### src/rtl/cache_arbiter_pkg.sv
// Shared types and widths for the I/D cache arbiter in front of the single pmem port.
// Holds the FSM state and requester-side encodings plus small grant helpers.
package cache_arbiter_pkg;

    localparam int ARB_ADDR_W = 16;
    localparam int ARB_LINE_W = 128;

    typedef logic [ARB_LINE_W-1:0] lc3b_c_line;

    typedef enum logic [1:0] {
        IDLE    = 2'd0,
        SERVE_I = 2'd1,
        SERVE_D = 2'd2
    } arb_state_t;

    typedef enum logic {
        SIDE_I = 1'b0,
        SIDE_D = 1'b1
    } arb_side_t;

    function automatic arb_side_t other_side(input arb_side_t side);
        return (side == SIDE_I) ? SIDE_D : SIDE_I;
    endfunction

    function automatic arb_state_t serve_state(input arb_side_t side);
        return (side == SIDE_I) ? SERVE_I : SERVE_D;
    endfunction

endpackage

### src/rtl/cache_arbiter_if.sv
// Whole-line memory transaction port: requester drives read/write/address/wdata,
// responder returns rdata with a single-cycle resp pulse.
interface cache_arbiter_if #(
    parameter int ADDR_W = 16,
    parameter int LINE_W = 128
);
    logic              read;
    logic              write;
    logic [ADDR_W-1:0] address;
    logic [LINE_W-1:0] wdata;
    logic [LINE_W-1:0] rdata;
    logic              resp;

    modport master (
        output read, write, address, wdata,
        input  rdata, resp
    );

    modport slave (
        input  read, write, address, wdata,
        output rdata, resp
    );
endinterface

### src/rtl/cache_arbiter_chk.sv
// Protocol checks for the arbiter: a requester must not raise read and write
// together, and pmem must not complete while no transaction is outstanding.
module cache_arbiter_chk (
    input logic clk,
    input logic rst_n,
    input logic i_read,
    input logic i_write,
    input logic d_read,
    input logic d_write,
    input logic idle,
    input logic pmem_resp
);

    i_rw_excl: assert property (@(posedge clk) disable iff (!rst_n) !(i_read && i_write))
        else $error("I-side raised read and write together");

    d_rw_excl: assert property (@(posedge clk) disable iff (!rst_n) !(d_read && d_write))
        else $error("D-side raised read and write together");

    resp_in_idle: assert property (@(posedge clk) disable iff (!rst_n) !(idle && pmem_resp))
        else $error("pmem_resp arrived with no outstanding transaction");

endmodule

### src/rtl/cache_arbiter_mux.sv
// Return-path steering: only the side currently being served sees pmem rdata/resp;
// the other side gets zero data and no completion pulse.
module arbiter_mux
    import cache_arbiter_pkg::*;
#(
    parameter int LINE_W = ARB_LINE_W
) (
    input  arb_state_t        state,
    input  logic [LINE_W-1:0] pmem_rdata,
    input  logic              pmem_resp,
    output logic [LINE_W-1:0] i_rdata,
    output logic              i_resp,
    output logic [LINE_W-1:0] d_rdata,
    output logic              d_resp
);

    // select the granted side's return path
    always_comb begin
        i_rdata = '0;
        i_resp  = 1'b0;
        d_rdata = '0;
        d_resp  = 1'b0;
        case (state)
            SERVE_I: begin
                i_rdata = pmem_rdata;
                i_resp  = pmem_resp;
            end
            SERVE_D: begin
                d_rdata = pmem_rdata;
                d_resp  = pmem_resp;
            end
            default: begin
                i_rdata = '0;
                i_resp  = 1'b0;
                d_rdata = '0;
                d_resp  = 1'b0;
            end
        endcase
    end

endmodule

### src/rtl/cache_arbiter.sv
// Shares one physical-memory port between the I-side and D-side caches: grants one
// whole-line transaction at a time, round-robin under contention, and routes the response back.
module cache_arbiter
    import cache_arbiter_pkg::*;
#(
    parameter int ADDR_W = ARB_ADDR_W,
    parameter int LINE_W = ARB_LINE_W
) (
    input  logic           clk,
    input  logic           rst_n,
    cache_arbiter_if.slave  icache,
    cache_arbiter_if.slave  dcache,
    cache_arbiter_if.master pmem
);

    arb_state_t        state_r;
    arb_state_t        state_nxt_s;
    arb_side_t         last_grant_r;
    arb_side_t         winner_s;
    logic              grant_s;
    logic              req_i_s;
    logic              req_d_s;
    logic              busy_s;
    logic              win_write_s;
    logic [ADDR_W-1:0] win_addr_s;
    logic [LINE_W-1:0] win_wdata_s;
    logic              write_r;
    logic [ADDR_W-1:0] addr_r;
    logic [LINE_W-1:0] wdata_r;
    logic [LINE_W-1:0] i_rdata_s;
    logic [LINE_W-1:0] d_rdata_s;
    logic              i_resp_s;
    logic              d_resp_s;

    // pick a winner in IDLE and decide the next state
    always_comb begin
        req_i_s     = icache.read | icache.write;
        req_d_s     = dcache.read | dcache.write;
        winner_s    = last_grant_r;
        grant_s     = 1'b0;
        state_nxt_s = state_r;
        case (state_r)
            IDLE: begin
                if (req_i_s && req_d_s) begin
                    winner_s = other_side(last_grant_r);
                    grant_s  = 1'b1;
                end else if (req_d_s) begin
                    winner_s = SIDE_D;
                    grant_s  = 1'b1;
                end else if (req_i_s) begin
                    winner_s = SIDE_I;
                    grant_s  = 1'b1;
                end else begin
                    grant_s  = 1'b0;
                end
                if (grant_s) begin
                    state_nxt_s = serve_state(winner_s);
                end else begin
                    state_nxt_s = IDLE;
                end
            end
            SERVE_I, SERVE_D: begin
                if (pmem.resp) begin
                    state_nxt_s = IDLE;
                end else begin
                    state_nxt_s = state_r;
                end
            end
            default: begin
                state_nxt_s = IDLE;
            end
        endcase
    end

    // A side asserting read and write together is treated as a write.
    always_comb begin
        if (winner_s == SIDE_D) begin
            win_write_s = dcache.write;
            win_addr_s  = dcache.address;
            win_wdata_s = dcache.wdata;
        end else begin
            win_write_s = icache.write;
            win_addr_s  = icache.address;
            win_wdata_s = icache.wdata;
        end
    end

    // FSM state and round-robin pointer
    always_ff @(posedge clk or negedge rst_n) begin
        if (!rst_n) begin
            state_r      <= IDLE;
            last_grant_r <= SIDE_I;
        end else begin
            state_r <= state_nxt_s;
            if (grant_s) begin
                last_grant_r <= winner_s;
            end else begin
                last_grant_r <= last_grant_r;
            end
        end
    end

    // transaction latches captured at grant time so pmem never sees live inputs
    always_ff @(posedge clk or negedge rst_n) begin
        if (!rst_n) begin
            write_r <= 1'b0;
            addr_r  <= '0;
            wdata_r <= '0;
        end else if (grant_s) begin
            write_r <= win_write_s;
            addr_r  <= win_addr_s;
            wdata_r <= win_wdata_s;
        end else begin
            write_r <= write_r;
            addr_r  <= addr_r;
            wdata_r <= wdata_r;
        end
    end

    assign busy_s       = (state_r != IDLE);
    assign pmem.read    = busy_s & ~write_r;
    assign pmem.write   = busy_s & write_r;
    assign pmem.address = addr_r;
    assign pmem.wdata   = wdata_r;

    arbiter_mux #(
        .LINE_W (LINE_W)
    ) u_mux (
        .state      (state_r),
        .pmem_rdata (pmem.rdata),
        .pmem_resp  (pmem.resp),
        .i_rdata    (i_rdata_s),
        .i_resp     (i_resp_s),
        .d_rdata    (d_rdata_s),
        .d_resp     (d_resp_s)
    );

    assign icache.rdata = i_rdata_s;
    assign icache.resp  = i_resp_s;
    assign dcache.rdata = d_rdata_s;
    assign dcache.resp  = d_resp_s;

    cache_arbiter_chk u_chk (
        .clk       (clk),
        .rst_n     (rst_n),
        .i_read    (icache.read),
        .i_write   (icache.write),
        .d_read    (dcache.read),
        .d_write   (dcache.write),
        .idle      (state_r == IDLE),
        .pmem_resp (pmem.resp)
    );

endmodule

### src/flat_wrapper.sv
// flat-port wrapper written by rule: the top's interface ports become plain ports
module cache_arbiter_flat import cache_arbiter_pkg::*;
#(
    parameter int ADDR_W = ARB_ADDR_W,
    parameter int LINE_W = ARB_LINE_W
)
  (clk, rst_n, icache_read, icache_write, icache_address, icache_wdata, icache_rdata, icache_resp, dcache_read, dcache_write, dcache_address, dcache_wdata, dcache_rdata, dcache_resp, pmem_read, pmem_write, pmem_address, pmem_wdata, pmem_rdata, pmem_resp);
  cache_arbiter_if #(.ADDR_W(ADDR_W), .LINE_W(LINE_W)) icache_i ();
  cache_arbiter_if #(.ADDR_W(ADDR_W), .LINE_W(LINE_W)) dcache_i ();
  cache_arbiter_if #(.ADDR_W(ADDR_W), .LINE_W(LINE_W)) pmem_i ();
  input  logic clk;
  input  logic rst_n;
  input wire logic [$bits(icache_i.read)-1:0] icache_read;
  input wire logic [$bits(icache_i.write)-1:0] icache_write;
  input wire logic [$bits(icache_i.address)-1:0] icache_address;
  input wire logic [$bits(icache_i.wdata)-1:0] icache_wdata;
  output wire logic [$bits(icache_i.rdata)-1:0] icache_rdata;
  output wire logic [$bits(icache_i.resp)-1:0] icache_resp;
  input wire logic [$bits(dcache_i.read)-1:0] dcache_read;
  input wire logic [$bits(dcache_i.write)-1:0] dcache_write;
  input wire logic [$bits(dcache_i.address)-1:0] dcache_address;
  input wire logic [$bits(dcache_i.wdata)-1:0] dcache_wdata;
  output wire logic [$bits(dcache_i.rdata)-1:0] dcache_rdata;
  output wire logic [$bits(dcache_i.resp)-1:0] dcache_resp;
  output wire logic [$bits(pmem_i.read)-1:0] pmem_read;
  output wire logic [$bits(pmem_i.write)-1:0] pmem_write;
  output wire logic [$bits(pmem_i.address)-1:0] pmem_address;
  output wire logic [$bits(pmem_i.wdata)-1:0] pmem_wdata;
  input wire logic [$bits(pmem_i.rdata)-1:0] pmem_rdata;
  input wire logic [$bits(pmem_i.resp)-1:0] pmem_resp;
  assign icache_i.read = icache_read;
  assign icache_i.write = icache_write;
  assign icache_i.address = icache_address;
  assign icache_i.wdata = icache_wdata;
  assign icache_rdata = icache_i.rdata;
  assign icache_resp = icache_i.resp;
  assign dcache_i.read = dcache_read;
  assign dcache_i.write = dcache_write;
  assign dcache_i.address = dcache_address;
  assign dcache_i.wdata = dcache_wdata;
  assign dcache_rdata = dcache_i.rdata;
  assign dcache_resp = dcache_i.resp;
  assign pmem_read = pmem_i.read;
  assign pmem_write = pmem_i.write;
  assign pmem_address = pmem_i.address;
  assign pmem_wdata = pmem_i.wdata;
  assign pmem_i.rdata = pmem_rdata;
  assign pmem_i.resp = pmem_resp;
  cache_arbiter #(.ADDR_W(ADDR_W), .LINE_W(LINE_W)) u_core (.clk(clk), .rst_n(rst_n), .icache(icache_i), .dcache(dcache_i), .pmem(pmem_i));
endmodule
### config.mk
export PLATFORM = sky130hd
export DESIGN_NAME = cache_arbiter_flat
export DESIGN_NICKNAME = d
export VERILOG_FILES = /design/src/rtl/cache_arbiter_pkg.sv /design/src/rtl/cache_arbiter_if.sv /design/src/rtl/cache_arbiter_chk.sv /design/src/rtl/cache_arbiter_mux.sv /design/src/rtl/cache_arbiter.sv /design/src/flat_wrapper.sv
export SDC_FILE = /design/constraint.sdc
export NUM_CORES = 1
export LEC_CHECK = 0
export CAP_MARGIN = 40
export CORE_AREA = 8 8 318 320
export DETAILED_ROUTE_END_ITERATION = 8
export DIE_AREA = 0 0 326 328
export HOLD_SLACK_MARGIN = 0.12
export PLACE_DENSITY = 0.44
export SYNTH_ARGS = -nofsm -noshare
export SYNTH_HDL_FRONTEND = slang
export SYNTH_SLANG_ARGS = --single-unit
### constraint.sdc
create_clock -name clk -period 2 [get_ports clk]
set_input_delay 0.4 -clock clk [delete_from_list [all_inputs] [get_ports clk]]
set_output_delay 0.4 -clock clk [all_outputs]
set_load 0.01 [all_outputs]
======== Word level (Yosys, flattened, before mapping) ========
Cells that the tools add are included.
word-level totals
  register bits after elaboration ......... 148
  bits of input ports ..................... 423
  logic and storage cells ................. 39
cells by class
  equal/unequal tests ..................... 3
  multiplexer cells ....................... 22
  bitwise gates (word level) .............. 5
  reductions and logical operators ........ 4
operators with widths
  operator            count
  $mux 128            3
  $mux 16             1
  $mux 1              14
  $mux 2              3
  $pmux 2 s2          1
  $and 1x1->1         2
  $eq 2x1->1 const B  1
  $eq 2x2->1 const B  1
  $logic_not 2->1     1
  $ne 2x2->1 const B  1
  $or 1x1->1          2
  $reduce_bool 2->1   1
  $reduce_or 2->1     1
  $logic_and 1x1->1   1
  $not 1->1           1

======== Depth between registers and ports, before layout ========
Gate-level depths: netlist of run 1.
  word-level depth ........................ 8
  mapped depth ............................ 8

======== Hierarchy ========
Synthesis of run 1 repeated with hierarchy kept, for this count alone.
second synthesis, totals
  cells, all modules ...................... 1179
  area total of the unflattened synthesis .. 10971.8 um^2
by module, submodules not included
  module         times used  cells each  area each (um^2)  seq. area each (um^2)
  cache_arbiter  1           865         8439.3            3703.6
  arbiter_mux    1           314         2532.4            0.0

======== Worst setup path after synthesis of run 1 ========
Ideal clock, no wire load.
  path kind ............................... flip-flop to flip-flop
  from .................................... reg u_core.state_r[0]
  to ...................................... reg u_core.wdata_r[63] (netlist: u_core.pmem.wdata[63])
  setup time .............................. 0.137 ns
  arrival ................................. 1.578 ns
  required time ........................... 1.863 ns
  setup slack ............................. 0.285 ns
  cell stages (with the launch flop) ...... 9
  period minus slack after synthesis ...... 1.715 ns
  cell sequence ........................... dfrtp_1 -> inv_1 -> ha_1 -> inv_1 -> a21oi_1 -> buf_2 -> buf_2 -> buf_1 -> a21oi_1
between the ends
  cells in the longest elaborated chain, start to end .. 3
ends and longest elaborated chain
  item                      line                  RTL
  start: declaration        cache_arbiter.sv:16   arb_state_t state_r;
  start signal: assignment  cache_arbiter.sv:94   state_r <= state_nxt_s;
  $logic_not 2->1 *         cache_arbiter.sv:42   case (state_r)
  $mux 1                    cache_arbiter.sv:42
  $mux 128                  cache_arbiter.sv:77   if (winner_s == SIDE_D) begin
  end signal: assignment    cache_arbiter.sv:112  wdata_r <= win_wdata_s;
  end signal: assignment    cache_arbiter.sv:116  wdata_r <= wdata_r;
  end: declaration          cache_arbiter.sv:29   logic [LINE_W-1:0] wdata_r;
Mark *: on every way between the ends. The rest lies on a longest branch, timed or not.
A chain may end at the register's enable or synchronous reset.

======== Final worst setup path of run 1 ========
  from .................................... reg u_core.state_r[0]
  to ...................................... out icache_rdata[126]
between the ends
  cells in the longest elaborated chain, start to end .. 2
ends and longest elaborated chain
  item              line                     RTL
  $eq 2x1->1        cache_arbiter_mux.sv:23  case (state)
  $mux 128          cache_arbiter_mux.sv:23
  end: declaration  flat_wrapper.sv:17       output wire logic [$bits(icache_i.rdata)-1:0] icache_rdata;
No other way between the ends.

==> flow_metrics.tcl, run 1 <==
set metrics [dict create \
    viasPerCell 3.60 \
    fin_crit_ps 2460 \
    grt_pass1_vias 12600 \
    yosys.area.top_type "dfrtp_1" \
    dp_cells 3082 \
    finalSetupViolCount 405 \
    area.sequential_sq_mm 0.00370 \
    initial_core_util_pct 8.57 \
    fin_nets 2361 \
    finalPower_uw 32500 \
    die_h_um 328 \
    wire_per_inst_um 26.4 \
    cts-root-buf "clkbuf_16" \
    drt_iter0_markers 487 \
    dpl.hpwl_um 64700 \
    crit_fanout 6 \
    antenna_left 0 \
    max_freq_mhz 407 \
    fp.dieW_um 326 \
    setup_ws_ps -456 \
    worst_setup_path_end_kind "primary output" \
    synth_top_area_share_pct 45.0 \
    ys_seq_area_share_pct 45.0 \
    hp-class "input port to asynchronous set/reset pin" \
    antenna_found_initial 29 \
    numCtsBuffers 17 \
    routed_wl_um 85200 \
    cp_data_required_time_ps 1600 \
    r2r-start "u_core.state_r[0]" \
    clk_pin_slew_ps 90 \
    vias 11600 \
    track_usage_pct 15.0 \
    finClkSkew_ps 30.9 \
    ys_top_cells_by_area "dfrtp_1 (45%), and2_1 (20%), a22oi_1 (13%), a21oi_1 (8.9%), nor2_1 (6.7%)" \
    violations "setup timing" \
    fin_area_sq_mm 0.0217 \
    synth_seq_cells 148 \
    htreeDepth 4 \
    drc 0 \
    vdd_ir_drop_max_v 0.000672 \
    finalHoldViolations 0 \
    worst_setup_path_start_kind "flip-flop" \
    num_rows 114 \
    numPortBuffers 826 \
    multi_input_area_sq_mm 0.00465 \
    period_share_pct 123 \
    grt_max_degree 53 \
    grt_pass1_wl_um 112000 \
    cap_violations 0 \
    yosysWarnings 0 \
    syn-instance-count 956 \
    gp_congestion 0.856 \
    p_leak_uw 0.00921 \
    syn-num-nets 1382 \
    relSlewSlack_pct 62.7 \
    syn_area_sq_mm 0.00823 \
    coreArea_sq_mm 0.0960 \
    cts.sinks 148 \
    fillCellCount 10400 \
    crit_arrival_ps 2060 \
    reg2reg_to "u_core.pmem.wdata[6]" \
    syn_avg_cell_area_sq_um 8.61 \
    slew_violations 0 \
    area_growth_pct 164 \
    rsz0062_at_grt "true" \
    r2r_slack_ps -260 \
    synthDistinctLibCells 21 \
    drtPass1Iterations 5 \
    worst_pin_slew_ps 557 \
    grt-ovfl-total 0 \
    drive_gt1_share_pct 34.7 \
    powerDensity_mw_per_mm2 1500 \
    pin_count 827 \
    cts_tree "done" \
    critPathKind "flip-flop to primary output" \
    clock_latency_ps 500 \
    reg2reg_depth 12 \
    fin_cells 3230 \
    fp.dieArea_sq_mm 0.107 \
    clk_path_buf_depth 2 \
    dpl_cell_area_sq_mm 0.0190 \
    status "finished, violations left" \
]
==> metrics by stage <==
step	util [%]	hold slack (ps)	setup TNS [ps]	worst slack [ps]
floorplan	-	104	0	285
finish	22.7	375	-101830	-456
detailed placement	19.8	297	-104050	-693
CTS	21.9	329	-129370	-592
global route	22.6	376	-142580	-546
global placement	19.8	288	-104310	-724
==> cell type report <==
class | count | share of cell area [%]
Timing Repair Buffer | 1051 | 51.5
Multi-Input combinational cell | 712 | 21.4
Sequential cell | 148 | 17.0
Tap cell | 1276 | 7.34
Clock buffer | 18 | 2.02
Clock inverter | 14 | 0.541
Inverter | 5 | 0.0978
Antenna cell | 6 | 0.0690
==> worst max path at each step <==
stage | from | endpoint | slack (ps)
2_1_floorplan | u_core.state_r[0] | u_core.pmem.wdata[63] | 280
3_3_place_gp | dcache_write | u_core.pmem.wdata[52] | -720
3_5_place_dp | dcache_write | u_core.pmem.wdata[51] | -690
4_1_cts | u_core.state_r[1] | dcache_rdata[111] | -590
5_1_grt | u_core.state_r[0] | icache_rdata[126] | -550
6_report | u_core.state_r[0] | icache_rdata[126] | -460
==> where the power goes <==
part | switching (uW) | internal, uW
sequential | 1010 | 4630
combinational | 10900 | 12800
clock | 1590 | 1650
total | 13500 | 19100
==> state kept, by name (all words and copies together) (netlist names), named ones only <==
signal               flops
u_core.write_r           1
u_core.state_r           2
u_core.pmem.wdata      128
u_core.pmem.address     16
==> cell families (layout without fill, tap and decap cells) <==
kind of cell / count (synthesis) / after routing / synth area share [%]
AO/OA/AOI/OAI: 298 / 298 / 22.7
adder cells (fa/ha/maj): 3 / 3 / 0.456
buffers and inverters: 96 / 1088 / 4.96
flip-flops: 148 / 148 / 45.0
multiplexers: 1 / 1 / 0.274
other: 0 / 6 / 0
AND/OR/NAND/NOR: 410 / 410 / 26.6
==> layer usage <==
| layer | up-vias | part of all wire (%) | track usage [%] | wire, um |
|---|---|---|---|---|
| met3 | 103 | 6.8 | 4.75 | 5840 |
| met1 | 5659 | 39 | 16.4 | 32900 |
| met5 | - | 0.12 | 0 | 104 |
| li1 | 5270 | - | - | - |
| met2 | 576 | 52 | 27.8 | 44300 |
| met4 | 16 | 2.4 | 3.93 | 2030 |
==> cell usage after synthesis, drive strengths merged <==
master and number:
or2 1, a22oi 145, dfrtp 148, o211ai 1
mux2i 1, o21ai 3, nand2 1, a2111oi 1
and2 258, nor2 148, a21oi 146, clkbuf 62
buf 29, nor2b 2, inv 5, a21o 1
ha 3, o2bb2ai 1
==> what timing repair did <==
action,CTS,global route
pin swaps,30,32
buffers inserted,62,31
endpoints found under the hold margin,148,0
resized for setup,1102,270
hold buffers,1,0
endpoints found under the setup margin,416,410
cloned,34,6
==> critical path, stage by stage (launching register included) <==
cell       delay (ps)
dfrtp_1           400
buf_4             150
ha_4              180
buf_12            130
buf_12            140
bufbuf_16         270
and2_1            140
buf_2             140
==> layout by cell type (no fill, tap or decap), drive strengths merged, types with 9 or more instances in the layout <==
cell and n:
a21oi 146, dfrtp 148, buf 454, and2 258, clkdlybuf4s50 563, nor2 148, bufbuf 9, inv 12
clkbuf 37, a22oi 145
(Power assumes the default switching activity.)
==> run 2, diff against run 1 <==
Settings changed: CORE_AREA 8 8 318 320 to 2 2 321 323, DIE_AREA 0 0 326 328 to 0 0 323 325, GPL_ROUTABILITY_DRIVEN from default to 0, PLACE_DENSITY 0.44 to 0.43.
==> flow_metrics.tcl, run 2 (same netlist as run 1, synthesis figures left out) <==
set metrics [dict create \
    holdWs_ps 435 \
    rsz0062_at_grt "true" \
    pwr-share-clk_pct 9.8 \
    dpl_cell_area_sq_mm 0.0193 \
    place_ws_ps -640 \
    powerDensity_mw_per_mm2 1500 \
    final_common_cell "clkdlybuf4s50_1" \
    drtPass1Iterations 4 \
    crit_fanout 9 \
    cp_data_required_time_ps 1600 \
    area.sequential_sq_mm 0.00370 \
    worstPathCellList "buf_6, ha_4, buf_12, buf_4, buf_16, and2_1, buf_6" \
    routed_wl_um 84600 \
    clock_latency_ps 470 \
    relSlewSlack_pct 67.5 \
    swShare_pct 40.9 \
    fin_area_sq_mm 0.0227 \
    fp.dieArea_sq_mm 0.105 \
    pin_count 827 \
    numCtsBuffers 17 \
    drive_gt1_share_pct 41.1 \
    finClkSkew_ps 15.8 \
    cts-root-buf "clkbuf_16" \
    crit_buf_inv 5 \
    p_leak_uw 0.00945 \
    worst_setup_path_start_kind "flip-flop" \
    crit_family "buffers and inverters" \
    track_usage_pct 14.2 \
    grt_pass1_vias 11200 \
    status "finished, violations left" \
    grt_pass1_wl_um 101000 \
    fin_crit_ps 2310 \
    antenna_found_initial 28 \
    setup_tns_ps -75510 \
    fillCellCount 11100 \
    num_rows 117 \
    setup_ws_ps -306 \
    fp.dieW_um 323 \
    hp-class "input port to asynchronous set/reset pin" \
    viasPerCell 3.44 \
    coreArea_sq_mm 0.101 \
    layout_common_cells "clkdlybuf4s50_1 (564), buf_6 (183), and2_4 (162)" \
    violations "setup timing" \
    htreeDepth 4 \
    max_freq_mhz 434 \
    area_growth_pct 176 \
    worst_pin_slew_ps 482 \
    numPortBuffers 826 \
    period_share_pct 115 \
    final_util_pct 22.4 \
    antenna_left 0 \
    seqPwrFrac_pct 16.6 \
    p_int_uw 20200 \
    cp_slowest_stage_delay_ps 400 \
    crit_arrival_ps 1910 \
    slew_violations 0 \
    finalHoldViolations 0 \
    cap_violations 0 \
    cts.sinks 148 \
    combPwrFrac_pct 73.6 \
    slowest_stage "dfrtp_1" \
    cts_tree "done" \
    switching_power_uw 14000 \
    fin_nets 2370 \
    drc 0 \
    initial_core_util_pct 8.12 \
    finalSetupViolCount 407 \
    vdd_ir_drop_max_v 0.000632 \
    die_h_um 325 \
    grt-ovfl-total 0 \
    worst_setup_path_end_kind "primary output" \
    critPathKind "flip-flop to primary output" \
    clk_path_buf_depth 2 \
    dpl.hpwl_um 66500 \
    drt_iter0_markers 442 \
    clk_pin_slew_ps 80 \
    largest_register_ffs 128 \
    vias 11500 \
    cpMostUsedCell "buf_6" \
    grt_max_degree 38 \
    wire_per_inst_um 25.4 \
    multi_input_area_sq_mm 0.00510 \
]
==> run 2: cell count changes in the layout (fill, tap and decap cells not counted), sizes merged <==
| cell | previous run | this run |
|---|---|---|
| clkbuf | 37 | 76 |
| buf | 454 | 437 |
| bufbuf | 9 | 0 |
| clkdlybuf4s15 | 5 | 0 |
| clkinvlp | 6 | 3 |
| bufinv | 0 | 1 |
| clkdlybuf4s50 | 563 | 564 |
| diode | 6 | 5 |
| dlygate4sd2 | 0 | 1 |
| inv | 12 | 13 |
==> run 2: stage by stage <==
stage | power (uW) | instances
2_1_floorplan | 12600 | 956
3_3_place_gp | 24200 | 3190
3_5_place_dp | 24200 | 3191
4_1_cts | 28700 | 3254
5_1_grt | 36200 | 3326
6_report | 34200 | 3330
==> run 2: routing by layer <==
metal	GRT usage, %	up-vias	routed length (um)
met5	0	-	116
met4	3.04	16	1790
met3	4.26	86	5760
met2	26.5	542	44500
met1	15.5	5556	32500
li1	-	5268	-
==> run 2: final timing paths <==
path / start / endpoint / slack, ps / cells past startpoint
hold / removal: rst_n / u_core.pmem.wdata[84] / 430 / 2
hold reg to reg: u_core.pmem.wdata[45] / u_core.pmem.wdata[45] / 520 / 2
setup reg to reg: u_core.state_r[0] / u_core.pmem.wdata[18] / -260 / 12
max in group asynchronous: rst_n / u_core.pmem.wdata[86] / 910 / 3
setup / recovery: u_core.state_r[0] / icache_rdata[81] / -310 / 7
min in group clk: u_core.pmem.wdata[45] / u_core.pmem.wdata[45] / 520 / 2
==> run 2: final cells by class <==
class	instances	area share (%)
antenna	5	0.0550
clock buffer	19	1.90
clock inverter	13	0.611
inverter	5	0.105
multi-input combinational	712	22.4
sequential	148	16.3
tap	1368	7.53
timing repair buffer	1060	51.1
==> run 2: power by group through the flow <==
stage	Clock, uW	Combinational (uW)	Sequential, uW
6_report	3350	25200	5680
5_1_grt	3590	26700	5880
4_1_cts	3520	19500	5700
3_5_place_dp	0	18500	5710
3_3_place_gp	0	18500	5690
2_1_floorplan	0	6400	6190
==> run 2: timing repair <==
| item | 4_1_cts | 5_1_grt |
|---|---|---|
| gates resized for setup | 978 | 535 |
| pin swaps | 16 | 133 |
| gates cloned | 11 | 46 |
| setup endpoints to repair | 412 | 411 |
| hold buffers | 1 | 0 |
| buffers inserted | 19 | 41 |
| endpoints found under the hold margin | 30 | 0 |
==> run 3, diff against run 2 <==
Settings changed: ABC_AREA from default to 1, CORE_AREA 2 2 321 323 to 2 2 323 325, DIE_AREA 0 0 323 325 to 0 0 325 327, PLACE_DENSITY 0.43 to 0.45.
==> flow_metrics.tcl, run 3 <==
set metrics [dict create \
    initial_core_util_pct 10.7 \
    p_leak_uw 0.0141 \
    yosys.area.top_type "dfrtp_1" \
    postSynth.asyncResetShare_pct 100 \
    finClkSkew_ps 27.0 \
    viasPerCell 3.59 \
    worst_pin_slew_ps 422 \
    worstPathCellList "buf_6, ha_4, buf_12, buf_12, buf_6, buf_6, nand2_2, inv_2, buf_6" \
    num_rows 118 \
    ys_seq_area_share_pct 33.7 \
    fp.dieW_um 325 \
    setup_ws_ps -342 \
    cp_data_required_time_ps 1600 \
    syn-num-nets 2258 \
    cts-root-buf "clkbuf_16" \
    clock_latency_ps 500 \
    track_usage_pct 16.1 \
    worst_setup_path_end_kind "primary output" \
    pin_count 827 \
    period_share_pct 117 \
    htreeDepth 4 \
    hp-class "input port to asynchronous set/reset pin" \
    r2r-start "u_core.state_r[0]" \
    grt_max_degree 47 \
    synthDistinctLibCells 20 \
    r2r_slack_ps -50 \
    wire_per_inst_um 22.1 \
    coreArea_sq_mm 0.103 \
    fp.dieArea_sq_mm 0.106 \
    drtPass1Iterations 5 \
    fin_area_sq_mm 0.0250 \
    grt_pass1_vias 14400 \
    worst_setup_path_start_kind "flip-flop" \
    synthFlopType "dfrtp_1" \
    dpl_cell_area_sq_mm 0.0224 \
    cap_violations 0 \
    yosysWarnings 0 \
    clk_pin_slew_ps 90 \
    antenna_found_initial 74 \
    layout_common_cells "clkdlybuf4s50_1 (565), inv_1 (419), nand3_1 (408)" \
    ys_top_cells_by_area "dfrtp_1 (34%), nand3_1 (19%), nand2_1 (19%), inv_1 (19%), buf_2 (2.6%)" \
    vdd_ir_drop_max_v 0.000780 \
    crit_fanout 7 \
    synth-edff-count 0 \
    drive_gt1_share_pct 30.0 \
    largest_register_ffs 128 \
    reg2reg_to "u_core.pmem.wdata[97]" \
    crit_arrival_ps 1940 \
    syn_area_sq_mm 0.0110 \
    antenna_left 0 \
    slowest_stage "dfrtp_1" \
    numPortBuffers 826 \
    synth.most_common_cell "nand2_1" \
    grt_pass1_wl_um 118000 \
    dpl.hpwl_um 75100 \
    fin_crit_ps 2340 \
    status "finished, violations left" \
    drc 0 \
    syn-instance-count 1832 \
    powerDensity_mw_per_mm2 1380 \
    max_freq_mhz 427 \
    routed_wl_um 92400 \
    cp_slowest_stage_delay_ps 420 \
    finalSetupViolCount 287 \
    cts_tree "done" \
    cpMostUsedCell "buf_6" \
    final_common_cell "clkdlybuf4s50_1" \
    syn_avg_cell_area_sq_um 5.99 \
    critPathKind "flip-flop to primary output" \
    final_util_pct 24.3 \
    fin_nets 3202 \
    relSlewSlack_pct 71.9 \
    finalHoldViolations 0 \
    synth_top_area_share_pct 33.7 \
    synth_seq_cells 148 \
    place_ws_ps -164 \
    synth_commonest_cells "nand2_1 (555), inv_1 (552), nand3_1 (418), dfrtp_1 (148), buf_2 (58)" \
    drt_iter0_markers 703 \
    numCtsBuffers 17 \
    vias 15100 \
    violations "setup timing" \
    area_growth_pct 128 \
    slew_violations 0 \
    reg2reg_depth 11 \
    cts.sinks 148 \
    grt-ovfl-total 0 \
    rsz0062_at_grt "true" \
    die_h_um 327 \
    clk_path_buf_depth 2 \
]
==> run 3: power breakdown <==
group / leakage (uW) / switching [uW] / internal [uW]
clock: 0.000295 / 1700 / 1790
combinational: 0.0120 / 13100 / 12500
sequential: 0.00178 / 877 / 4610
total: 0.0141 / 15700 / 18900
==> run 3: critical path: cells and delay by family, from the launching register on <==
kind                     cells  cell delay [ps]
adder cells (fa/ha/maj)      1              160
buffers and inverters        7              790
flip-flops                   1              420
AND/OR/NAND/NOR              1               50
==> run 3: how the worst max path moves through the flow <==
stage / end / depth (start not counted) / slack [ps] / from
after floorplan: dcache_rdata[119] / 6 / 260 / u_core.state_r[0]
after detailed placement: icache_rdata[118] / 6 / -160 / u_core.state_r[1]
after global placement: icache_rdata[118] / 6 / -150 / u_core.state_r[1]
final: icache_rdata[123] / 9 / -340 / u_core.state_r[0]
after CTS: dcache_rdata[48] / 7 / -630 / u_core.state_r[0]
after global routing: icache_rdata[123] / 9 / -400 / u_core.state_r[0]
==> run 3: what timing repair did <==
item | in CTS | in global routing
hold buffers | 1 | 0
resized for setup | 459 | 906
pin swaps | 1 | 51
setup endpoints to repair | 337 | 407
endpoints found under the hold margin | 29 | 0
gates cloned | 4 | 17
setup buffers | 19 | 53
==> run 3: logic make-up (layout without fill, tap and decap cells) <==
family                   count (synthesis)  in the layout  share of synthesized area (%)
buffers and inverters                  677           1634                           25.3
AND/OR/NAND/NOR                       1000           1000                           40.4
other                                    0             22                              0
adder cells (fa/ha/maj)                  3              3                          0.342
AO/OA/AOI/OAI                            4              4                          0.228
flip-flops                             148            148                           33.7
==> run 3: metal layers <==
metal	GRT usage, %	part of all wire, %	vias up
met2	31.2	54	661
met5	0	0.12	-
met1	15.6	34	6961
met4	7.59	5.4	18
li1	-	-	7240
met3	4.77	6.4	173
==> run 3: area by class of cell <==
| class | instances | area (sq um) |
|---|---|---|
| fillers | 11500 | 77900 |
| repair buffers | 1047 | 11400 |
| multi-input cells | 1007 | 5410 |
| flip-flops and latches | 148 | 3700 |
| inverters | 555 | 2100 |
| well taps | 1380 | 1730 |
| clock buffers | 17 | 425 |
| clock inverters | 15 | 184 |
| diodes | 22 | 55.1 |
==> run 3: metrics by stage <==
stage | std cells | total power [uW] | hold WS (ps) | TNS [ps]
3_5_place_dp | 4055 | 27800 | 362 | -15690
2_1_floorplan | 1832 | 14900 | 104 | 0
6_report | 4191 | 34600 | 383 | -56290
5_1_grt | 4184 | 37100 | 405 | -83470
3_3_place_gp | 4055 | 27800 | 356 | -11430
4_1_cts | 4110 | 31800 | 359 | -115790
